--- src/rtl/counter_seq_ctrl.sv ---
// counter_seq_ctrl: IDLE/RUN/DONE sequencer owning a prescaled down-count register
// with load, start/stop, one-shot or auto-reload terminal handling and a registered TC pulse.
module counter_seq_ctrl #(
  parameter int WIDTH = 8,
  parameter int PSC_W = 4
) (
  input  logic             clk_i,
  input  logic             rst_i,
  input  logic             start_i,
  input  logic             stop_i,
  input  logic             load_i,
  input  logic [WIDTH-1:0] load_val_i,
  input  logic [WIDTH-1:0] reload_val_i,
  input  logic             mode_i,
  input  logic [PSC_W-1:0] psc_i,
  output logic [WIDTH-1:0] q_o,
  output logic             run_o,
  output logic             done_o,
  output logic             tc_o
);
  typedef enum logic [1:0] {IDLE, RUN, DONE} state_e;
  state_e             state_q, state_d;
  logic [WIDTH-1:0]   q_q, q_d;
  logic [PSC_W-1:0]   psc_q, psc_d;
  logic               tc_q, tc_d;
  logic               tick;
  assign tick = (psc_q == psc_i);
  always_ff @(posedge clk_i) begin
    if (rst_i) begin
      state_q <= IDLE;
      q_q     <= '0;
      psc_q   <= '0;
      tc_q    <= 1'b0;
    end else begin
      state_q <= state_d;
      q_q     <= q_d;
      psc_q   <= psc_d;
      tc_q    <= tc_d;
    end
  end
  always_comb begin
    state_d = state_q;
    q_d     = q_q;
    psc_d   = psc_q;
    tc_d    = 1'b0;
    unique case (state_q)
      IDLE: begin
        if (load_i) q_d = load_val_i;
        else if (start_i && !stop_i && q_q != '0) begin
          state_d = RUN;
          psc_d   = '0;
        end
      end
      RUN: begin
        if (stop_i) begin
          state_d = IDLE;
          psc_d   = '0;
        end else if (load_i) begin
          q_d     = load_val_i;
          psc_d   = '0;
          state_d = (load_val_i == '0) ? DONE : RUN;
        end else if (!tick) psc_d = psc_q + 1'b1;
        else begin
          psc_d = '0;
          if (q_q > WIDTH'(1)) q_d = q_q - 1'b1;
          else begin
            // Terminal count: reload only when a non-zero reload value exists.
            tc_d    = 1'b1;
            q_d     = (mode_i && reload_val_i != '0) ? reload_val_i : '0;
            state_d = (mode_i && reload_val_i != '0) ? RUN : DONE;
          end
        end
      end
      DONE: begin
        if (load_i) begin
          q_d     = load_val_i;
          state_d = IDLE;
        end
      end
      default: state_d = IDLE;
    endcase
  end
  assign q_o    = q_q;
  assign run_o  = (state_q == RUN);
  assign done_o = (state_q == DONE);
  assign tc_o   = tc_q;
endmodule

--- config.mk ---
export PLATFORM = sky130hd
export DESIGN_NAME = counter_seq_ctrl
export DESIGN_NICKNAME = d
export VERILOG_FILES = /design/src/rtl/counter_seq_ctrl.sv
export SDC_FILE = /design/constraint.sdc
export NUM_CORES = 1
export LEC_CHECK = 0
export CAP_MARGIN = 20
export CORE_UTILIZATION = 35
export DETAILED_ROUTE_END_ITERATION = 7
export PLACE_DENSITY = 0.61
export SETUP_SLACK_MARGIN = 0.5
export SLEW_MARGIN = 20
export SYNTH_ARGS = -nofsm -noshare
export SYNTH_HDL_FRONTEND = slang
export SYNTH_SLANG_ARGS = --single-unit
export TNS_END_PERCENT = 100
--- constraint.sdc ---
create_clock -name clk_i -period 3.6 [get_ports clk_i]
set_clock_uncertainty 0.1 [all_clocks]
set_input_delay 0.36 -clock clk_i [delete_from_list [all_inputs] [get_ports clk_i]]
set_output_delay 0.36 -clock clk_i [all_outputs]
set_load 0.1 [all_outputs]
# Word-level counts from Yosys, hierarchy flattened
# Cells that the tools add are included.
# totals
output_inout_bits	11
register_bits	15
input_bits	26
word_cells	59
# classes
n_eq_ne	11
magnitude_cmp	1
n_reduce_logical	15
addsub	2
muxes	24
bitwise	2
# op_table
cell	count
$mux W8	6
$mux W4	5
$mux W2	9
$pmux W8 S2	1
$reduce_bool A8 Y1	2
$gt A8 B1 Y1 const B	1
$logic_not A8 Y1	1
$ne A2 B2 Y1 const B	4
$pmux W4 S2	1
$sub A8 B1 Y8 const B	1
$pmux W2 S3	1
$reduce_and A5 Y1	1
$reduce_or A5 Y1	1
$add A4 B1 Y4 const B	1
$eq A4 B4 Y1	1
$ne A4 B3 Y1 const B	1
$ne A4 B4 Y1 const B	1
$reduce_and A4 Y1	1
$reduce_bool A2 Y1	2
$logic_and A1 B1 Y1	3
$ne A3 B2 Y1 const B	1
$reduce_and A3 Y1	1
$eq A2 B1 Y1 const B	1
$eq A2 B2 Y1 const B	1
6 further kinds	7

# Longest topological paths before layout
# Gate-level depths: netlist (run 1).
# logic_depth
ltp_word	8
mapped_depth	8
ltp_nobuf	7

# Least setup slack after synthesis (run 1)
# No wires, ideal clock.
# synth_path
path_kind	reg2reg
startpoint	register q_q[0] (netlist: q_o[0])
endpoint	register q_q[6] (netlist: q_o[6])
setup_ns	0.119
t_arrival_ns	2.381
path_buffers	1
synth_period_minus_slack_ns	2.600
setup_slack_ns	1.000
t_required_ns	3.381
stages_incl_launch_ff	9
path_cell_list	dfxtp_1 -> inv_1 -> ha_1 -> nor2_1 -> nor4_4 -> buf_6 -> a31oi_1 -> o21ai_0 -> a32o_1
# synth_between
elab_chain_cells	6
elab_cells_between_ends	7
cone_classes	1 x add/sub; 1 x order compare; 5 x mux
# synth_rtl
item	line_no	rtl
from (decl)	23	logic [WIDTH-1:0] q_q, q_d;
from (signal assigned)	36	q_q <= q_d;
$sub A8 B1 Y8 / $gt A8 B1 Y1 (equally long branches)	65	if (q_q > WIDTH'(1)) q_d = q_q - 1'b1;
$mux W8 (*)	65	
$mux W8 (*)	62	end else if (!tick) psc_d = psc_q + 1'b1;
$mux W8 (*)	58	end else if (load_i) begin
$mux W8 (*)	55	if (stop_i) begin
$pmux W8 S2 (*)	46	unique case (state_q)
# Every way passes the cells marked *; elsewhere a longest branch is shown, timed or not. The select of a mux whose other input is x is not followed.
# A chain may end at the register's enable or synchronous reset.

# Worst setup path after layout (run 1)
# layout_path
startpoint	register state_q[0]
endpoint	output run_o
# layout_between
elab_chain_cells	1
# layout_rtl
item	line_no	rtl
from (decl)	22	state_e state_q, state_d;
from (signal assigned)	35	state_q <= state_d;
$eq A2 B1 Y1	84	assign run_o = (state_q == RUN);
to (decl)	17	output logic run_o,
# No other way between the ends.

==> flow_summary_export.csv, run 1 <==
group,metric,value,unit
sta,maxSlewViolCount,0,
yosys,post_synth_instance_area,1060,µm²
power_and_ir_drop,power_report.internal_total,0.298,mW
place,dp_worst_setup_slack,0.965,ns
place,post-dp-hpwl,2230,µm
power_and_ir_drop,power_share_of_the_combinational_group,42.4,%
route,vias_per_instance,5.70,
critical_path,worstSetupPathType,"flop to primary output",
critical_path,critPathMaxStageDelay,1.18,ns
critical_path,crit_path_end,"run_o",
grt,antenna_violations_before_repair,0,
run_status,status,"finished, violations left",
place,port_buffers,36,
clocking,clock_sink_count,15,
hold_path,worstHoldPathType,"flop to flop",
yosys,synth-edff-count,0,
yosys,postSynthRegisterBits,15,
grt,grt_overflow,0,
critical_path,r2r_start,"q_o[2]$_SDFFE_PP0P_",
critical_path,r2r_cells,5,
finish,fin_cells,192,
grt,grt_pass1_vias,1079,
clocking,clockBufferDepth,2,
critical_path,endpoint_class_of_the_critical_path,"primary output",
critical_path,setup.reg_to_reg.worst_slack,1.07,ns
grt,aggregate_global_route_resource_usage,18.9,%
yosys,list_of_most_frequent_post_synthesis_cells,"sky130_fd_sc_hd__dfxtp_1, sky130_fd_sc_hd__nor2_1, sky130_fd_sc_hd__nand2_1, sky130_fd_sc_hd__xor2_1",
power_and_ir_drop,peakVddDrop,0.218,mV
yosys,most_area_hungry_cell_type_in_the_yosys_netlist,"sky130_fd_sc_hd__dfxtp_1",
finish,num_antenna_cells,0,
critical_path,setup.worst_path.start,"state_q[0]$_SDFFE_PP0P_",
power_and_ir_drop,p_sw,0.195,mW
finish,layout-drive-gt1-share,4.35,%
critical_path,worstReg2RegEnd,"q_o[2]$_SDFFE_PP0P_",
critical_path,worstPathMaxFanout,7,
power_and_ir_drop,clkPwrFrac,19.6,%
power_and_ir_drop,pwr-share-seq,38.0,%
clocking,cts.clk_slew.worst_paths,0.09,ns
critical_path,timing.critical_path.slowest_stage_cell,"sky130_fd_sc_hd__clkdlybuf4s50_1",
yosys,post_synth_num_cell_types,41,
clocking,insertion_delay,0.28,ns
sta,finalWorstPathRequiredPeriod,2.66,ns
sta,worst-slew-pin-transition,0.974,ns
floorplanning,io-pin-count,37,
critical_path,cp-start-kind,"flop",
place,gpl_congestion,0.757,
sta,hold_viol,0,
yosys,synth_seq_area_share,28.4,%
run_status,violations,"DRC",
floorplanning,core_region_area,2810,µm²
sta,setup_total_negative_slack,0,ns
sta,unrepaired_setup_endpoints_after_global_routing,"false",
route,drt_pass1_iterations,6,
finish,layout.nets,192,
sta,setup_slack_of_the_critical_path_after_layout,0.941,ns
power_and_ir_drop,leakage,0.545,nW
power_and_ir_drop,power_density,339,nW/µm²
finish,area_delta_synth_final,37.6,%
yosys,synth_async_sr_flop_share,0,%
critical_path,worstPathCellList,"nor2b_1, clkdlybuf4s50_1",
clocking,maximum_level_of_the_cts_h_tree,1,
floorplanning,fp.dieArea,3240,µm²
yosys,ys_flop_type,"sky130_fd_sc_hd__dfxtp_1",
clocking,ctsResizeCount,0,
power_and_ir_drop,p_total,0.493,mW
route,wire_per_inst,14.8,µm
clocking,cts_tree,"built",
grt,largest_net_degree_at_the_start_of_global_routing,18,
place,dp.cells,188,
route,post-route-drc-count,2,
sta,setup_viol_count_final,0,
clocking,cts.repair_timing.setup_buffer_count,0,
sta,maxSlewHeadroom,34.8,%
critical_path,worst_ep_arrival_time,2.20,ns
power_and_ir_drop,netSwitchingFraction,39.6,%
sta,finalCritPeriodShare,73.9,%
route,vias,1094,
yosys,yosysWarningCount,0,
yosys,synth.avg_cell_area,8.39,µm²
yosys,postSynthCellCount,126,
floorplanning,chipWidth,57.0,µm
critical_path,required,3.14,ns
route,drtAntennaViolNets,0,
floorplanning,initial_core_utilization,37.7,%
flow_run,maxCapViolations,0,
route,totalWireLength,2850,µm
clocking,root_buffer,"sky130_fd_sc_hd__clkbuf_4",
yosys,synth_fp_nets,156,
sta,clock.fmax,0.376,GHz
route,initialDrtViolationCount,28,
grt,grt_pass1_wl,4800,µm
floorplanning,dieHeight,57.0,µm
clocking,cts_inserted_buffers,3,
floorplanning,placement_rows,19,
yosys,cell_types_with_the_largest_area_share_after_synthesis,"sky130_fd_sc_hd__dfxtp_1, sky130_fd_sc_hd__xor2_1, sky130_fd_sc_hd__a32o_1",
yosys,yosys.area.top_type_share,28.4,%
yosys,synth_most_common_cell,"sky130_fd_sc_hd__dfxtp_1",
clocking,hold_fix_buffers_cts,0,
## registers in the layout, summed over array words and instances, names as in the netlist
| register | cells |
|---|---|
| q_o | 8 |
| psc_q | 4 |
| state_q | 2 |
| tc_o | 1 |
## power by group through the flow
stage                     clock (mW)  combinational, mW  sequential, mW
after CTS                      0.102              0.209           0.188
after global placement             0              0.209           0.191
after detailed placement           0              0.208           0.192
after global routing           0.110              0.224           0.190
after floorplan                    0              0.105           0.234
final                         0.0966              0.209           0.188
## cell families after synthesis
logic type	share of synthesized area, %
flops	28.4
fa+ha+maj	4.73
mux	1.89
compound gates	25.8
simple gates	28.0
xor+xnor	7.46
buf+inv	3.67
## critical path, delay by kind of cell, from the launching register on
kind | cells | cell delay (ns)
buf+inv | 1 | 1.18
flops | 1 | 0.44
simple gates | 1 | 0.29
## layer usage
metal  GRT usage, %  vias to the layer above  routed length (µm)
li1               -                      549                   -
met1           23.0                      516                1290
met2           33.9                       27                1410
met3           4.31                        2                 129
met4           4.53                        0                  21
met5              0                        -                   0
## how the worst min path moves through the flow
stage / end / start / slack (ns) / cells past startpoint
final: psc_q[3]$_SDFFE_PP0P_ / psc_q[3]$_SDFFE_PP0P_ / 0.41 / 1
after global routing: psc_q[3]$_SDFFE_PP0P_ / psc_q[3]$_SDFFE_PP0P_ / 0.47 / 1
after CTS: psc_q[3]$_SDFFE_PP0P_ / psc_q[3]$_SDFFE_PP0P_ / 0.42 / 1
after detailed placement: psc_q[3]$_SDFFE_PP0P_ / psc_q[3]$_SDFFE_PP0P_ / 0.40 / 1
after global placement: psc_q[3]$_SDFFE_PP0P_ / psc_q[3]$_SDFFE_PP0P_ / 0.40 / 1
after floorplan: psc_q[3]$_SDFFE_PP0P_ / psc_q[3]$_SDFFE_PP0P_ / 0.37 / 1
## stage by stage
step                utilization, %  hold WS (ns)  area (µm²)
floorplan                        -         0.371        1060
global placement              50.9         0.399        1430
detailed placement            50.9         0.403        1430
CTS                           51.9         0.416        1460
global route                  51.9         0.466        1460
finish                        51.9         0.411        1460
## area by class of cell
type | count | area (µm²)
clock buffers | 4 | 26.3
fillers | 295 | 1350
inverters | 3 | 11.3
multi-input cells | 103 | 718
flip-flops and latches | 15 | 300
well taps | 31 | 38.8
repair buffers | 36 | 360
## layout by cell type (no fill, tap or decap), types with 5 or more instances in the layout
| master | netlist | routed |
|---|---|---|
| sky130_fd_sc_hd__clkdlybuf4s50_1 | 0 | 36 |
| sky130_fd_sc_hd__xor2_1 | 7 | 7 |
| sky130_fd_sc_hd__dfxtp_1 | 15 | 15 |
| sky130_fd_sc_hd__nand2b_1 | 6 | 6 |
| sky130_fd_sc_hd__nor4_1 | 6 | 6 |
| sky130_fd_sc_hd__a31oi_1 | 5 | 5 |
| sky130_fd_sc_hd__nor2_1 | 13 | 13 |
| sky130_fd_sc_hd__a32o_1 | 6 | 6 |
| sky130_fd_sc_hd__nand2_1 | 9 | 9 |
Note: power is estimated with default switching activity, not from simulation.
==> inputs of run 2 (changes only) <==
PLACE_DENSITY = 0.63   (was 0.61)
clock period = 2.4 ns   (was 3.6 ns; I/O delays follow)
==> run 2 against run 1 <==
The run still ends with DRC left. Critical path depth is 4 higher. Largest cell class unchanged. Setup slack worse by 0.53 ns. Sequential cell count stayed put. Highest routed layer unchanged. Clock power is 58% higher. Critical endpoint is now q_o[0]$_SDFFE_PP0P_. Cell count is 5.7% higher.
==> flow_summary_export.csv, run 2 (synthesized netlist as in run 1, its figures left out) <==
group,metric,value,unit
sta,maxSlewHeadroom,67.8,%
critical_path,r2r_cells,6,
route,drt_pass1_iterations,7,
finish,num_antenna_cells,0,
sta,worst-slew-pin-transition,0.477,ns
route,drtAntennaViolNets,0,
floorplanning,placement_rows,19,
power_and_ir_drop,pwr-share-seq,33.9,%
critical_path,endpoint_class_of_the_critical_path,"flop",
clocking,cts_inserted_buffers,3,
finish,mostFrequentLayoutCell,"sky130_fd_sc_hd__clkdlybuf4s50_1",
finish,layout-drive-gt1-share,31.4,%
route,wire_per_inst,15.7,µm
clocking,hold_fix_buffers_cts,0,
floorplanning,fp.dieArea,3240,µm²
place,port_buffers,36,
power_and_ir_drop,p_sw,0.331,mW
sta,unrepaired_setup_endpoints_after_global_routing,"true",
grt,grt_overflow,0,
grt,aggregate_global_route_resource_usage,21.3,%
clocking,clock_sink_count,15,
route,initialDrtViolationCount,34,
finish,layout.nets,203,
critical_path,required,2.49,ns
route,totalWireLength,3190,µm
hold_path,worstHoldPathType,"flop to flop",
critical_path,setup.reg_to_reg.worst_slack,0.41,ns
floorplanning,initial_core_utilization,37.7,%
sta,finalWorstPathRequiredPeriod,1.99,ns
run_status,status,"finished, violations left",
grt,largest_net_degree_at_the_start_of_global_routing,13,
finish,max_ffs_per_register,8,
clocking,maximum_level_of_the_cts_h_tree,1,
sta,setup_total_negative_slack,0,ns
floorplanning,io-pin-count,37,
sta,clock.fmax,0.502,GHz
place,post-dp-hpwl,2410,µm
power_and_ir_drop,netSwitchingFraction,40.2,%
sta,setup_viol_count_final,0,
clocking,clockBufferDepth,2,
run_status,violations,"DRC",
clocking,cts_tree,"built",
route,post-route-drc-count,5,
critical_path,r2r_start,"q_o[4]$_SDFFE_PP0P_",
floorplanning,chipWidth,57.0,µm
power_and_ir_drop,power_density,505,nW/µm²
sta,hold_viol,0,
power_and_ir_drop,leakage,0.648,nW
clocking,insertion_delay,0.29,ns
place,postPlaceCellArea,1480,µm²
finish,final_cell_area,1630,µm²
clocking,cts.clk_slew.worst_paths,0.10,ns
critical_path,worstPathMaxFanout,7,
floorplanning,dieHeight,57.0,µm
grt,grt_pass1_wl,5360,µm
flow_run,maxCapViolations,0,
power_and_ir_drop,peakVddDrop,0.270,mV
critical_path,cp-start-kind,"flop",
critical_path,setup.worst_path.start,"q_o[4]$_SDFFE_PP0P_",
critical_path,worstReg2RegEnd,"q_o[0]$_SDFFE_PP0P_",
power_and_ir_drop,clkPwrFrac,18.7,%
place,gpl_congestion,0.856,
power_and_ir_drop,power_share_of_the_combinational_group,47.4,%
critical_path,worst_ep_arrival_time,2.08,ns
route,vias,1135,
critical_path,worstSetupPathType,"flop to flop",
floorplanning,core_region_area,2810,µm²
grt,grt_pass1_vias,1144,
finish,area_delta_synth_final,54.1,%
power_and_ir_drop,power_report.internal_total,0.491,mW
route,vias_per_instance,5.59,
critical_path,crit_path_end,"q_o[0]$_SDFFE_PP0P_",
sta,maxSlewViolCount,0,
sta,finalCritPeriodShare,83.1,%
clocking,root_buffer,"sky130_fd_sc_hd__clkbuf_4",
finish,final_cell_mix,"sky130_fd_sc_hd__clkdlybuf4s50_1, sky130_fd_sc_hd__buf_4, sky130_fd_sc_hd__nand2_1, sky130_fd_sc_hd__nor2_1",
grt,antenna_violations_before_repair,0,
==> run 2: worst min-delay path by stage <==
stage                                from                    end  slack [ns]  depth (start not counted)
finish              psc_q[3]$_SDFFE_PP0P_  psc_q[3]$_SDFFE_PP0P_        0.42                          1
detailed placement  psc_q[3]$_SDFFE_PP0P_  psc_q[3]$_SDFFE_PP0P_        0.40                          1
global placement      q_o[4]$_SDFFE_PP0P_    q_o[4]$_SDFFE_PP0P_        0.40                          1
floorplan                   load_val_i[2]    q_o[2]$_SDFFE_PP0P_        0.37                          3
CTS                 psc_q[3]$_SDFFE_PP0P_  psc_q[3]$_SDFFE_PP0P_        0.41                          1
global route        psc_q[3]$_SDFFE_PP0P_  psc_q[3]$_SDFFE_PP0P_        0.46                          1
==> run 2: cell type report <==
class | instances | area [µm²]
well taps | 31 | 38.8
clock inverters | 1 | 5.00
inverters | 3 | 11.3
multi-input cells | 103 | 802
clock buffers | 3 | 22.5
repair buffers | 47 | 427
fillers | 276 | 1180
flip-flops and latches | 15 | 323
==> run 2: critical path, stage by stage, from the launching register on <==
cell and delay (ns):
sky130_fd_sc_hd__dfxtp_4 0.36, sky130_fd_sc_hd__or4_4 0.54, sky130_fd_sc_hd__nor4_4 0.15, sky130_fd_sc_hd__buf_6 0.16, sky130_fd_sc_hd__nor2_2 0.03, sky130_fd_sc_hd__a311o_1 0.27
sky130_fd_sc_hd__a32o_2 0.27
==> run 2: per-stage QoR <==
| stage | util, % | worst slack (ns) | instances | hold slack, ns | total power, mW |
|---|---|---|---|---|---|
| 2_1_floorplan | - | 0.293 | 126 | 0.365 | 0.515 |
| 3_3_place_gp | 52.8 | 0.270 | 193 | 0.405 | 0.620 |
| 4_1_cts | 55.6 | 0.357 | 201 | 0.415 | 0.801 |
| 3_5_place_dp | 52.8 | 0.277 | 193 | 0.399 | 0.620 |
| 6_report | 58.1 | 0.406 | 203 | 0.423 | 0.822 |
| 5_1_grt | 58.1 | 0.348 | 203 | 0.463 | 0.872 |
==> run 2: layer usage <==
metal / vias up / track usage [%] / share of wire (%)
met3: 2 / 2.04 / 4.5
met5: - / 0 / 0
li1: 570 / - / -
met1: 535 / 27.0 / 44
met4: 0 / 6.27 / 0.60
met2: 28 / 38.2 / 51
==> run 2: what timing repair did <==
action	CTS	global route
gates resized for setup	5	13
pin swaps	6	4
endpoints found under the setup margin	10	14
buffers inserted	4	2
==> run 2: power groups by stage <==
stage          logic, mW  registers [mW]  clock network (mW)
6_report           0.390           0.279               0.153
5_1_grt            0.416           0.282               0.174
4_1_cts            0.362           0.279               0.160
3_5_place_dp       0.332           0.288                   0
3_3_place_gp       0.333           0.287                   0
2_1_floorplan      0.163           0.353                   0
==> inputs of run 3 (changes only) <==
clock period = 1.76 ns   (was 2.4 ns; I/O delays follow)
==> run 3 against run 2 <==
The run ends with DRC, setup timing left. Combinational power increased by 80%. Utilization increased by 19 points. Critical path depth increased by 1. Clock-buffer cell count unchanged. Register-to-register slack got worse by 0.68 ns. Worst hold slack got worse by 0.022 ns. Power increased by 55%. Cell count increased by 15%. Critical path type unchanged. Wire length increased by 16%.
==> flow_summary_export.csv, run 3 (synthesized netlist as in run 1, its figures left out) <==
group,metric,value,unit
route,wire_per_inst,15.8,µm
grt,aggregate_global_route_resource_usage,22.5,%
grt,largest_net_degree_at_the_start_of_global_routing,10,
floorplanning,dieHeight,57.0,µm
sta,finalWorstPathRequiredPeriod,2.04,ns
clocking,cts_tree,"built",
critical_path,timing.critical_path.buf_inv,2,
finish,layout-drive-gt1-share,50.7,%
flow_run,maxCapViolations,0,
route,vias,1280,
critical_path,worstPathCellList,"or4_4, nor4_4, buf_4, buf_6, a32oi_1, o31ai_1, a22o_1",
floorplanning,io-pin-count,37,
power_and_ir_drop,leakage,0.894,nW
sta,setup_viol_count_final,11,
finish,fin_cells,234,
floorplanning,chipWidth,57.0,µm
sta,unrepaired_setup_endpoints_after_global_routing,"true",
finish,area_delta_synth_final,105,%
place,dp.cells,216,
finish,layout.nets,234,
place,gpl_congestion,0.847,
sta,maxSlewViolCount,0,
route,drtAntennaViolNets,0,
grt,grt_pass1_vias,1285,
floorplanning,placement_rows,19,
critical_path,worstPathMaxFanout,8,
sta,setup_slack_of_the_critical_path_after_layout,-0.278,ns
finish,final_cell_mix,"sky130_fd_sc_hd__buf_4, sky130_fd_sc_hd__clkdlybuf4s50_1, sky130_fd_sc_hd__buf_6",
floorplanning,initial_core_utilization,37.7,%
sta,worst-slew-pin-transition,0.377,ns
route,post-route-drc-count,2,
finish,mostFrequentLayoutCell,"sky130_fd_sc_hd__buf_4",
critical_path,worstSetupPathType,"flop to flop",
clocking,clock_sink_count,15,
route,drt_pass1_iterations,6,
floorplanning,fp.dieArea,3240,µm²
hold_path,worstHoldPathType,"flop to flop",
critical_path,worst_ep_arrival_time,2.17,ns
sta,maxSlewHeadroom,74.8,%
clocking,maximum_level_of_the_cts_h_tree,1,
finish,num_antenna_cells,0,
grt,grt_overflow,0,
sta,clock.fmax,0.491,GHz
critical_path,required,1.89,ns
power_and_ir_drop,peakVddDrop,0.312,mV
power_and_ir_drop,p_total,1.27,mW
clocking,clockBufferDepth,2,
sta,finalCritPeriodShare,116,%
grt,grt_pass1_wl,5710,µm
route,vias_per_instance,5.47,
finish,fill_cells,201,
sta,setup_total_negative_slack,-2.27,ns
critical_path,setup.reg_to_reg.worst_slack,-0.28,ns
floorplanning,core_region_area,2810,µm²
clocking,cts.clk_slew.worst_paths,0.10,ns
critical_path,cp-start-kind,"flop",
run_status,status,"finished, violations left",
route,initialDrtViolationCount,51,
grt,antenna_violations_before_repair,0,
power_and_ir_drop,power_density,587,nW/µm²
finish,max_ffs_per_register,8,
critical_path,critPathMaxStageDelay,0.55,ns
place,port_buffers,36,
critical_path,endpoint_class_of_the_critical_path,"flop",
route,totalWireLength,3700,µm
critical_path,timing.critical_path.slowest_stage_cell,"sky130_fd_sc_hd__or4_4",
critical_path,critPathTopFamily,"simple AND/OR/NAND/NOR gates",
sta,hold_viol,0,
clocking,insertion_delay,0.29,ns
place,post-dp-hpwl,2700,µm
run_status,violations,"DRC, setup timing",
clocking,cts_inserted_buffers,3,
clocking,root_buffer,"sky130_fd_sc_hd__clkbuf_4",
## run 3: cell types whose count changed in the layout (fill, tap and decap cells not counted), sizes merged
cell and change:
buf +31, clkdlybuf4s50 -2, dlymetal6s2s +2
## run 3: through the flow
stage	hold slack (ns)	utilization (%)	instance area [µm²]	setup slack, ns
floorplan	0.301	-	1110	-0.347
global placement	0.416	64.4	1810	-0.199
detailed placement	0.411	64.4	1810	-0.227
CTS	0.426	70.2	1970	-0.220
global route	0.421	77.2	2170	-0.358
finish	0.401	77.2	2170	-0.278
## run 3: worst register-to-register path: stages (launching register included)
cell and delay, ns:
sky130_fd_sc_hd__dfxtp_4 0.35, sky130_fd_sc_hd__or4_4 0.55, sky130_fd_sc_hd__nor4_4 0.27, sky130_fd_sc_hd__buf_4 0.18, sky130_fd_sc_hd__buf_6 0.12, sky130_fd_sc_hd__a32oi_1 0.14
sky130_fd_sc_hd__o31ai_1 0.11, sky130_fd_sc_hd__a22o_1 0.16
## run 3: final cells by class
type / instances / area (µm²) / area share, %
inverters: 3 / 11.3 / 0.520
clock inverters: 1 / 5.00 / 0.231
flip-flops and latches: 15 / 340 / 15.7
multi-input cells: 103 / 905 / 41.8
clock buffers: 3 / 22.5 / 1.04
well taps: 31 / 38.8 / 1.79
repair buffers: 78 / 843 / 38.9
## run 3: per-layer routing
metal  routed length (µm)  global-route usage, %  up-vias
met2                 2100                   44.2       33
li1                     -                      -      627
met1                 1440                   25.4      616
met5                    0                      0        -
met3                  126                   2.27        4
met4                   31                   6.62        0
## run 3: where the power goes
part,switching [mW],total (mW),internal [mW]
Clock,0.118,0.203,0.0844
Combinational,0.354,0.701,0.347
Sequential,0.0172,0.367,0.350
## run 3: path summary, 6_finish.rpt
kind / from / endpoint / depth (start not counted)
worst max-delay path: q_o[4]$_SDFFE_PP0P_ / q_o[5]$_SDFFE_PP0P_ / 7
worst max register to register: q_o[4]$_SDFFE_PP0P_ / q_o[5]$_SDFFE_PP0P_ / 7
worst min register to register: psc_q[3]$_SDFFE_PP0P_ / psc_q[3]$_SDFFE_PP0P_ / 1
worst min-delay path: psc_q[3]$_SDFFE_PP0P_ / psc_q[3]$_SDFFE_PP0P_ / 1
## run 3: repair_timing
item,in CTS,in global routing
gates resized for setup,21,33
hold buffers,0,0
pin swaps,16,22
buffers inserted,5,9
setup endpoints to repair,19,22
